## config.mk

```make
export PLATFORM = sky130hd
export DESIGN_NAME = cva6_rvfi_probe_fifo
export DESIGN_NICKNAME = d
export VERILOG_FILES = /design/src/rtl/cva6_rvfi_probe_fifo_pkg.sv /design/src/rtl/cva6_rvfi_probe_fifo_lane_compact.sv /design/src/rtl/cva6_rvfi_probe_fifo.sv
export SDC_FILE = /design/constraint.sdc
export NUM_CORES = 2
export LEC_CHECK = 0
export BUFFER_PORTS_ARGS = -buffer_cell sky130_fd_sc_hd__buf_4
export CAP_MARGIN = 15
export CORE_UTILIZATION = 40
export CTS_CLUSTER_DIAMETER = 120
export DETAILED_ROUTE_END_ITERATION = 8
export SYNTH_ARGS = -nofsm -noshare
export SYNTH_HDL_FRONTEND = slang
export SYNTH_SLANG_ARGS = --single-unit
```

## constraint.sdc

```tcl
create_clock -name clk_i -period 16.2 [get_ports clk_i]
set_input_delay 0.81 -clock clk_i [delete_from_list [all_inputs] [get_ports clk_i]]
set_output_delay 0.81 -clock clk_i [all_outputs]
set_load 0.02 [all_outputs]
```

## src/rtl/cva6_rvfi_probe_fifo_pkg.sv

```systemverilog
// -----------------------------------------------------------------------------
// cva6_rvfi_probe_fifo_pkg
// Shared types for the RVFI probe FIFO:
//   - rvfi_probe_fifo_policy_e : full-buffer policy (stall commit / drop and count)
//   - rvfi_probe_rec_t         : packed retirement probe record; its width sets
//                                the default record width of the FIFO
//   - policy_from_param        : maps the integer DropOnFull parameter to a policy
// -----------------------------------------------------------------------------
package cva6_rvfi_probe_fifo_pkg;

    typedef enum logic {
        STALL = 1'b0,
        DROP  = 1'b1
    } rvfi_probe_fifo_policy_e;

    // One retired instruction as seen by the tracer. Padded to 256 bits so a
    // record maps onto a whole number of 64-bit words on the DPI side.
    typedef struct packed {
        logic [22:0] rsvd;
        logic [1:0]  mode;
        logic        intr;
        logic        trap;
        logic [4:0]  rd_addr;
        logic [63:0] mem_addr;
        logic [63:0] rd_wdata;
        logic [31:0] insn;
        logic [63:0] pc;
    } rvfi_probe_rec_t;

    localparam int unsigned RVFI_PROBE_REC_W = $bits(rvfi_probe_rec_t);

    function automatic rvfi_probe_fifo_policy_e policy_from_param(input int drop_on_full);
        return (drop_on_full != 0) ? DROP : STALL;
    endfunction

endpackage

```

## src/rtl/cva6_rvfi_probe_fifo_lane_compact.sv

```systemverilog
// -----------------------------------------------------------------------------
// rvfi_lane_compact
// Interprets the per-lane valid vector of one commit group.
//   in_valid_i : per-lane valid, lane 0 oldest
//   wr_ptr_i   : current buffer write pointer
//   n_o        : number of contiguous valid lanes starting at lane 0
//   lane_en_o  : lanes that belong to the contiguous prefix
//   lane_err_o : a valid lane was seen above the first gap (it is ignored)
//   wr_idx_o   : buffer slot each lane would be written to (wr_ptr + lane)
// -----------------------------------------------------------------------------
module rvfi_lane_compact
    import cva6_rvfi_probe_fifo_pkg::*;
#(
    parameter  int unsigned NrPorts = 2,
    parameter  int unsigned Depth   = 8,
    localparam int unsigned PtrW    = $clog2(Depth),
    localparam int unsigned CntBits = PtrW + 1
) (
    input  logic [NrPorts-1:0]           in_valid_i,
    input  logic [PtrW-1:0]              wr_ptr_i,
    output logic [CntBits-1:0]           n_o,
    output logic [NrPorts-1:0]           lane_en_o,
    output logic                         lane_err_o,
    output logic [NrPorts-1:0][PtrW-1:0] wr_idx_o
);

    always_comb begin
        logic gap;
        gap        = 1'b0;
        n_o        = '0;
        lane_en_o  = '0;
        lane_err_o = 1'b0;
        for (int i = 0; i < int'(NrPorts); i++) begin
            if (!in_valid_i[i]) begin
                gap = 1'b1;
            end else if (gap) begin
                lane_err_o = 1'b1;
            end else begin
                lane_en_o[i] = 1'b1;
                n_o          = n_o + CntBits'(1);
            end
        end
    end

    // An enabled lane always has every lower lane enabled, so its slot is
    // simply wr_ptr + lane index; the pointer width gives the modulo wrap.
    for (genvar g = 0; g < int'(NrPorts); g++) begin : g_idx
        assign wr_idx_o[g] = wr_ptr_i + PtrW'(g);
    end

endmodule

```

## src/rtl/cva6_rvfi_probe_fifo.sv

```systemverilog
// -----------------------------------------------------------------------------
// cva6_rvfi_probe_fifo
// Circular buffer between commit-stage probe packing and the RVFI tracer.
// Accepts up to NrPorts records per cycle in program order, drains one per
// cycle with a first-word-fall-through valid/ready handshake.
//   clk_i, rst_i   : clock, synchronous active-high reset
//   clear_i        : flush contents (pointers/count); sticky status kept
//   in_valid_i     : per-lane valid (must be contiguous from lane 0)
//   in_data_i      : per-lane records, lane i at [i*RecW +: RecW]
//   in_ready_o     : group can be accepted (always 1 under the drop policy)
//   out_valid_o    : head record valid
//   out_data_o     : head record
//   out_ready_i    : tracer accepts the head record
//   count_o        : occupancy
//   drop_cnt_o     : saturating count of dropped records
//   overflow_o     : sticky, a drop occurred
//   lane_err_o     : sticky, a non-contiguous valid vector was seen
// -----------------------------------------------------------------------------
module cva6_rvfi_probe_fifo
    import cva6_rvfi_probe_fifo_pkg::*;
#(
    parameter  int unsigned NrPorts    = 2,
    parameter  int unsigned RecW       = RVFI_PROBE_REC_W,
    parameter  int unsigned Depth      = 8,
    parameter  int unsigned DropOnFull = 0,
    parameter  int unsigned CntW       = 32,
    localparam int unsigned PtrW       = $clog2(Depth),
    localparam int unsigned CntBits    = PtrW + 1
) (
    input  logic                      clk_i,
    input  logic                      rst_i,
    input  logic                      clear_i,
    input  logic [NrPorts-1:0]        in_valid_i,
    input  logic [NrPorts*RecW-1:0]   in_data_i,
    output logic                      in_ready_o,
    output logic                      out_valid_o,
    output logic [RecW-1:0]           out_data_o,
    input  logic                      out_ready_i,
    output logic [CntBits-1:0]        count_o,
    output logic [CntW-1:0]           drop_cnt_o,
    output logic                      overflow_o,
    output logic                      lane_err_o
);

    localparam rvfi_probe_fifo_policy_e Policy = policy_from_param(int'(DropOnFull));

    function automatic logic [CntW-1:0] sat_add(input logic [CntW-1:0] a,
                                                input logic [CntBits-1:0] b);
        logic [CntW:0] s;
        s = {1'b0, a} + (CntW+1)'(b);
        return s[CntW] ? '1 : s[CntW-1:0];
    endfunction

    logic [RecW-1:0]             r_mem [Depth];
    logic [PtrW-1:0]             r_wr_ptr;
    logic [PtrW-1:0]             r_rd_ptr;
    logic [CntBits-1:0]          r_count;
    logic [CntW-1:0]             r_drop_cnt;
    logic                        r_overflow;
    logic                        r_lane_err;

    logic [CntBits-1:0]          w_n;
    logic [NrPorts-1:0]          w_lane_en;
    logic                        w_lane_err;
    logic [NrPorts-1:0][PtrW-1:0] w_wr_idx;
    logic [CntBits-1:0]          w_free;
    logic                        w_has;
    logic                        w_room_grp;
    logic                        w_fits;
    logic                        w_in_ready;
    logic                        w_push;
    logic                        w_drop;
    logic                        w_pop;
    logic [CntBits-1:0]          w_count_next;

    rvfi_lane_compact #(
        .NrPorts (NrPorts),
        .Depth   (Depth)
    ) u_lane_compact (
        .in_valid_i (in_valid_i),
        .wr_ptr_i   (r_wr_ptr),
        .n_o        (w_n),
        .lane_en_o  (w_lane_en),
        .lane_err_o (w_lane_err),
        .wr_idx_o   (w_wr_idx)
    );

    // Free space comes from the registered count only: a same-cycle pop never
    // makes room for a push, which keeps out_ready_i off the in_ready_o path.
    assign w_free     = CntBits'(Depth) - r_count;
    assign w_has      = (w_n != '0);
    assign w_room_grp = (w_free >= CntBits'(NrPorts));
    assign w_fits     = (w_n <= w_free);

    always_comb begin
        w_in_ready = 1'b1;
        w_push     = 1'b0;
        w_drop     = 1'b0;
        if (Policy == STALL) begin
            w_in_ready = w_room_grp;
            w_push     = w_room_grp & w_has;
        end else begin
            // Whole group or nothing: a partial push would split an
            // instruction group and confuse the tracer's ordering.
            w_push = w_has & w_fits;
            w_drop = w_has & ~w_fits;
        end
    end

    assign w_pop        = (r_count != '0) & out_ready_i;
    assign w_count_next = r_count + (w_push ? w_n : '0) - (w_pop ? CntBits'(1) : '0);

    // Control state
    always_ff @(posedge clk_i) begin
        if (rst_i) begin
            r_wr_ptr   <= '0;
            r_rd_ptr   <= '0;
            r_count    <= '0;
            r_drop_cnt <= '0;
            r_overflow <= 1'b0;
            r_lane_err <= 1'b0;
        end else begin
            if (clear_i) begin
                r_wr_ptr <= '0;
                r_rd_ptr <= '0;
                r_count  <= '0;
            end else begin
                if (w_push) r_wr_ptr <= r_wr_ptr + w_n[PtrW-1:0];
                if (w_pop)  r_rd_ptr <= r_rd_ptr + PtrW'(1);
                r_count <= w_count_next;
            end
            if (w_drop) begin
                r_drop_cnt <= sat_add(r_drop_cnt, w_n);
                r_overflow <= 1'b1;
            end
            if (w_lane_err) r_lane_err <= 1'b1;
        end
    end

    // Storage (not reset; a slot is only read after it has been written)
    always_ff @(posedge clk_i) begin
        for (int i = 0; i < int'(NrPorts); i++) begin
            if (w_push && w_lane_en[i]) begin
                r_mem[w_wr_idx[i]] <= in_data_i[i*RecW +: RecW];
            end
        end
    end

    assign in_ready_o  = w_in_ready;
    assign out_valid_o = (r_count != '0);
    assign out_data_o  = r_mem[r_rd_ptr];
    assign count_o     = r_count;
    assign drop_cnt_o  = r_drop_cnt;
    assign overflow_o  = r_overflow;
    assign lane_err_o  = r_lane_err;

endmodule

```

# Word level (Yosys, flattened, before mapping)
# Memories as Yosys holds them, arrays and structs flattened. A register that Yosys moved wholly into a read port is not among the register bits.
# Index checks and enable logic that the tools add are counted.
# totals
ff_bits	11
out_inout_bits	296
wordCells	35
ramBits	2048
n_memories	1
# op_classes
muxes	15
bitwise	2
reduce_logical	5
order_cmp	1
addsub	7
# mem_list
name	depth	word_bits	rd	rd_ports_with_merged_regs	wr	line_no	source
r_mem	8	256	1	1	2	cva6_rvfi_probe_fifo.sv:54	logic [RecW-1:0] r_mem [Depth];
# ops
operator	n
$mux W4	3
$mux W1	10
$reduce_bool A4 Y1	2
$add A3 B1 Y3 const B	2
$mux W3	2
$add A4 B4 Y4	1
$ge A4 B2 Y1 const B	1
$sub A4 B1 Y4	1
$sub A4 B4 Y4 const A	1
$add A3 B3 Y3	1
$add A1 B1 Y2 const B	1
$and A1 B1 Y1	2
$logic_and A1 B1 Y1	2
$reduce_or A2 Y1	1

# Depth between registers and ports, before layout
# logic_depth
word_depth	9
ltp_mapped	14
depth_no_buf	13

# Hierarchy
# From an unflattened synthesis, not the netlist that was laid out.
# hier_totals
hier_cells	5407
hier_area_um2	103584.3
# by_module_without_submodules
module	cells_each	instances	area_each_um2
cva6_rvfi_probe_fifo	5393	1	103480.5
rvfi_lane_compact	14	1	103.8

# Least setup slack after synthesis
# No wires, ideal clock.
# synth_path
path_kind	in2reg
start	input port in_valid_i[1]
end	memory r_mem[1][0] in the netlist's numbering, enable pin
path_stages	5
path_slack_ns	2.742
t_arrival_ns	12.580
required_time_ns	15.322
setup_ns	0.878
path_cell_list	clkbuf_1 > or3b_2 > mux2_2 > o32a_1 > nor2_1
# synth_lines
element	line_no	source
from (decl)	cva6_rvfi_probe_fifo.sv:33	input logic [NrPorts-1:0] in_valid_i,
to (decl)	cva6_rvfi_probe_fifo.sv:54	

==> impl_results.md <==
- Result of the run: finished, final reports clean
- Total vias in the final route: 55700
- Endpoint kind of the worst setup timing path: primary output
- Crit Path Max Fanout: 41
- Worst Tran Pin Value: 1205 ps
- I/O pins: 814
- Synthesized area per cell: 19.01 µm²
- Slowest-stage cell, CP: sky130_fd_sc_hd__buf_4
- CTS Sinks: 2062
- First-pass detailed-route iteration total: 5
- Leak pwr: 38.08 nW
- Final worst-path setup slack: 10190 ps
- Global-route usage over all layers: 0.2284
- Initial antenna violation count: 73
- Seq cells post-synth: 2062
- Total number of nets in the final design: 6669
- Vias per cell: 5.733
- DRC violation count after routing: 0
- Warning count from the yosys run: 0
- Most used cells in the layout excluding fill and tap cells: sky130_fd_sc_hd__mux2_2, sky130_fd_sc_hd__edfxtp_1, sky130_fd_sc_hd__buf_4
- Placed standard-cell area: 111300 µm²
- Count of filler cells inserted in the layout: 21950
- Min cycle time layout: 6012 ps
- Sum Neg Setup Slack: 0 ps
- Switching power of the nets: 5.166 mW
- Most numerous cell on the critical path: sky130_fd_sc_hd__buf_4
- Post-Route Utilization: 0.4648
- Number of standard cells after synthesis: 5401
- Total number of H-tree levels: 4
- Number of buffers added to fix hold violations after cts: 0
- Fraction of synthesis flops using an asynchronous set or reset pin: 0
- Relative contribution of the clock network to total power: 0.293
- Maximum number of pins on one net before global-route repair: 130
- Count of endpoints failing hold in the final timing report: 0
- Area of all placed cells without fillers: 118400 µm²
- Final setup violation count: 0
- Global-route wire length before repair: 429.0 mm
- Die outline area: 258700 µm²
- Arrival time of data at the critical path endpoint: 5200 ps
- Worst-case setup slack after placement: 10130 ps
- Die Span Y: 508.6 µm
- TritonCTS buffer count: 227
- Portion of the clock cycle consumed by the worst path in the final layout: 0.3711
- Multi-input gate area: 38460 µm²
- Unique masters post-synth: 47
- Most frequent standard cell in the layout excluding fill and tap cells: sky130_fd_sc_hd__mux2_2
- Share of total power consumed by net switching: 0.3059
- Power density cells: 142.7 nW/µm²
- Post-synthesis sequential area ratio: 0.6018
- Area of the mapped netlist: 102700 µm²
- Number of global-route vias before repair: 58770
- Total Routed Length: 301.5 mm
- Setup repair after global routing missed its margin: false
- Fraction of the mapped netlist area in compound gates: 0.001645
- Clock slew seen by the registers of the worst setup and hold paths: 50 ps
- Number of gates resized after cts: 0
- Design internal power: 11.72 mW
- Average wire length per cell after detail routing: 31.04 µm
- TritonCTS clock tree: done
- Setup Crit Path Kind: reg2out
- Max-capacitance violation count: 0
- Flop-to-flop setup slack: 10190 ps
- Achievable Freq: 166.3 MHz
- Largest vdd supply drop: 0.2222 mV
- Combinational family with the most area after synthesis: multiplexers
- Worst stage delay on the critical path: 820 ps
- Comb pwr share: 0.280
- Area Growth Syn to Fin: 15.29%
- Startpoint Class: flip-flop
- Antenna-violating nets left: 0
- Clock tree root buffer cell: sky130_fd_sc_hd__clkbuf_16
- Count of flip-flops with a built-in enable after synthesis: 2048
- Multiplexer fraction of the synthesized cell area: 0.3653
- Share of cells above drive strength 1: 0.6023
- Width of the die: 508.6 µm
- Worst min path class: in2reg
- Max-slew violation count: 0
- Clock insertion delay at the later pin of the skew report: 880 ps
- Port bufs: 780
- Half-perimeter wire length after detailed placement: 163.0 mm
- Area of all sequential standard cells: 61790 µm²
- Iter 0 DRT Violations: 4356
- Std cell rows: 185
- Starting Density: 0.4032
- Sequential fraction of design power: 0.427
- Dominant register cell in the synthesized netlist: sky130_fd_sc_hd__edfxtp_1
- Placeable Area: 254600 µm²
- GRT overflow: 0
- Clk_skew: 46.04 ps
- Fraction of the mapped netlist area in simple logic gates: 0.003486
- Rel. slew slack: 0.1965
- Number of buffers on the longest clock path: 3
- CP delay by family, top: buffers and inverters
- Ordered cell list for the critical path: buf_4 -> buf_4 -> buf_4 -> mux4_2 -> mux2_2 -> buf_4
- Required time at the worst-slack endpoint: 15390 ps
- Post-CTS setup buffers: 0
- Adder and majority cell fraction of the synthesized area: 0.001731
- Final Wtd Congestion: 0.7770
- Crit path buf inv count: 4
- Synth Area in XOR/XNOR: 0.0005119
[cells in the mapped netlist, drive strengths merged (4+ instances only)]
cell     number  area (µm²)
ha           11       137.6
edfxtp     2048       61500
clkbuf       82       307.8
mux2       2305       25960
mux4        512       11530
inv          14       52.55
o21ai         4       20.02
dfxtp        14       280.3
a2bb2oi       4       35.03
nand3         4       30.03
xnor2         4       35.03
buf         323        2255
a21oi         6       30.03
nor3          8       107.6
nand2         5       18.77
nor2         23       86.33
[registers in the layout, indices dropped and copies added (netlist names), named ones only]
name        flops
r_mem        2048
lane_err_o      1
r_wr_ptr        3
count_o         4
r_rd_ptr        3
[power groups by stage]
stage / combinational, mW / clock [mW] / sequential [mW]
6_report: 4.73 / 4.95 / 7.21
5_1_grt: 5.00 / 5.23 / 7.28
4_1_cts: 4.82 / 5.05 / 7.22
3_5_place_dp: 4.80 / 0 / 7.32
3_3_place_gp: 4.76 / 0 / 7.29
2_1_floorplan: 2.73 / 0 / 7.62
[path summary, 6_finish.rpt]
| path | start | to | depth (start not counted) |
|---|---|---|---|
| max | flip-flop | out_data_o[196] | 6 |
| min | rst_i | lane_err_o$_SDFFE_PP0P_ | 2 |
| max reg2reg | count_o[0]$_SDFF_PP0_ | r_mem[5][183]$_DFFE_PP_ | 10 |
| min reg2reg | r_rd_ptr[2]$_SDFFE_PP0P_ | r_rd_ptr[2]$_SDFFE_PP0P_ | 2 |
[kinds of logic after synthesis]
logic type | Yosys count
buf+inv | 419
flops | 2062
compound gates | 24
fa+ha+maj | 13
xor+xnor | 6
simple gates | 57
mux | 2819
other cells | 1
[metrics by stage]
stage | std cells | power, mW | hold slack, ps
final | 9716 | 16.89 | 158.0
after global routing | 9700 | 17.50 | 104.4
after CTS | 9688 | 17.08 | 76.76
after detailed placement | 9275 | 12.12 | 530.4
after global placement | 9275 | 12.05 | 522.2
after floorplan | 5433 | 10.35 | 484.7
[layout make-up]
cell class                      instances  area share
Tap cell                             3366     0.03558
Multi-Input combinational cell       2952      0.3250
Inverter                               14   0.0004440
Sequential cell                      2062      0.5221
Timing Repair Buffer                  881     0.05768
Antenna cell                           28   0.0005920
Clock buffer                          300     0.05103
Clock inverter                        113    0.007622
[layer usage]
metal / share of wire / vias to the layer above / GRT usage
met1: 0.41 / 29830 / 0.2960
met2: 0.49 / 1573 / 0.3808
li1: - / 23770 / -
met5: 0.0020 / - / 0
met4: 0.018 / 94 / 0.04988
met3: 0.075 / 428 / 0.06252
No activity file was read; power rests on OpenSTA's default activity.
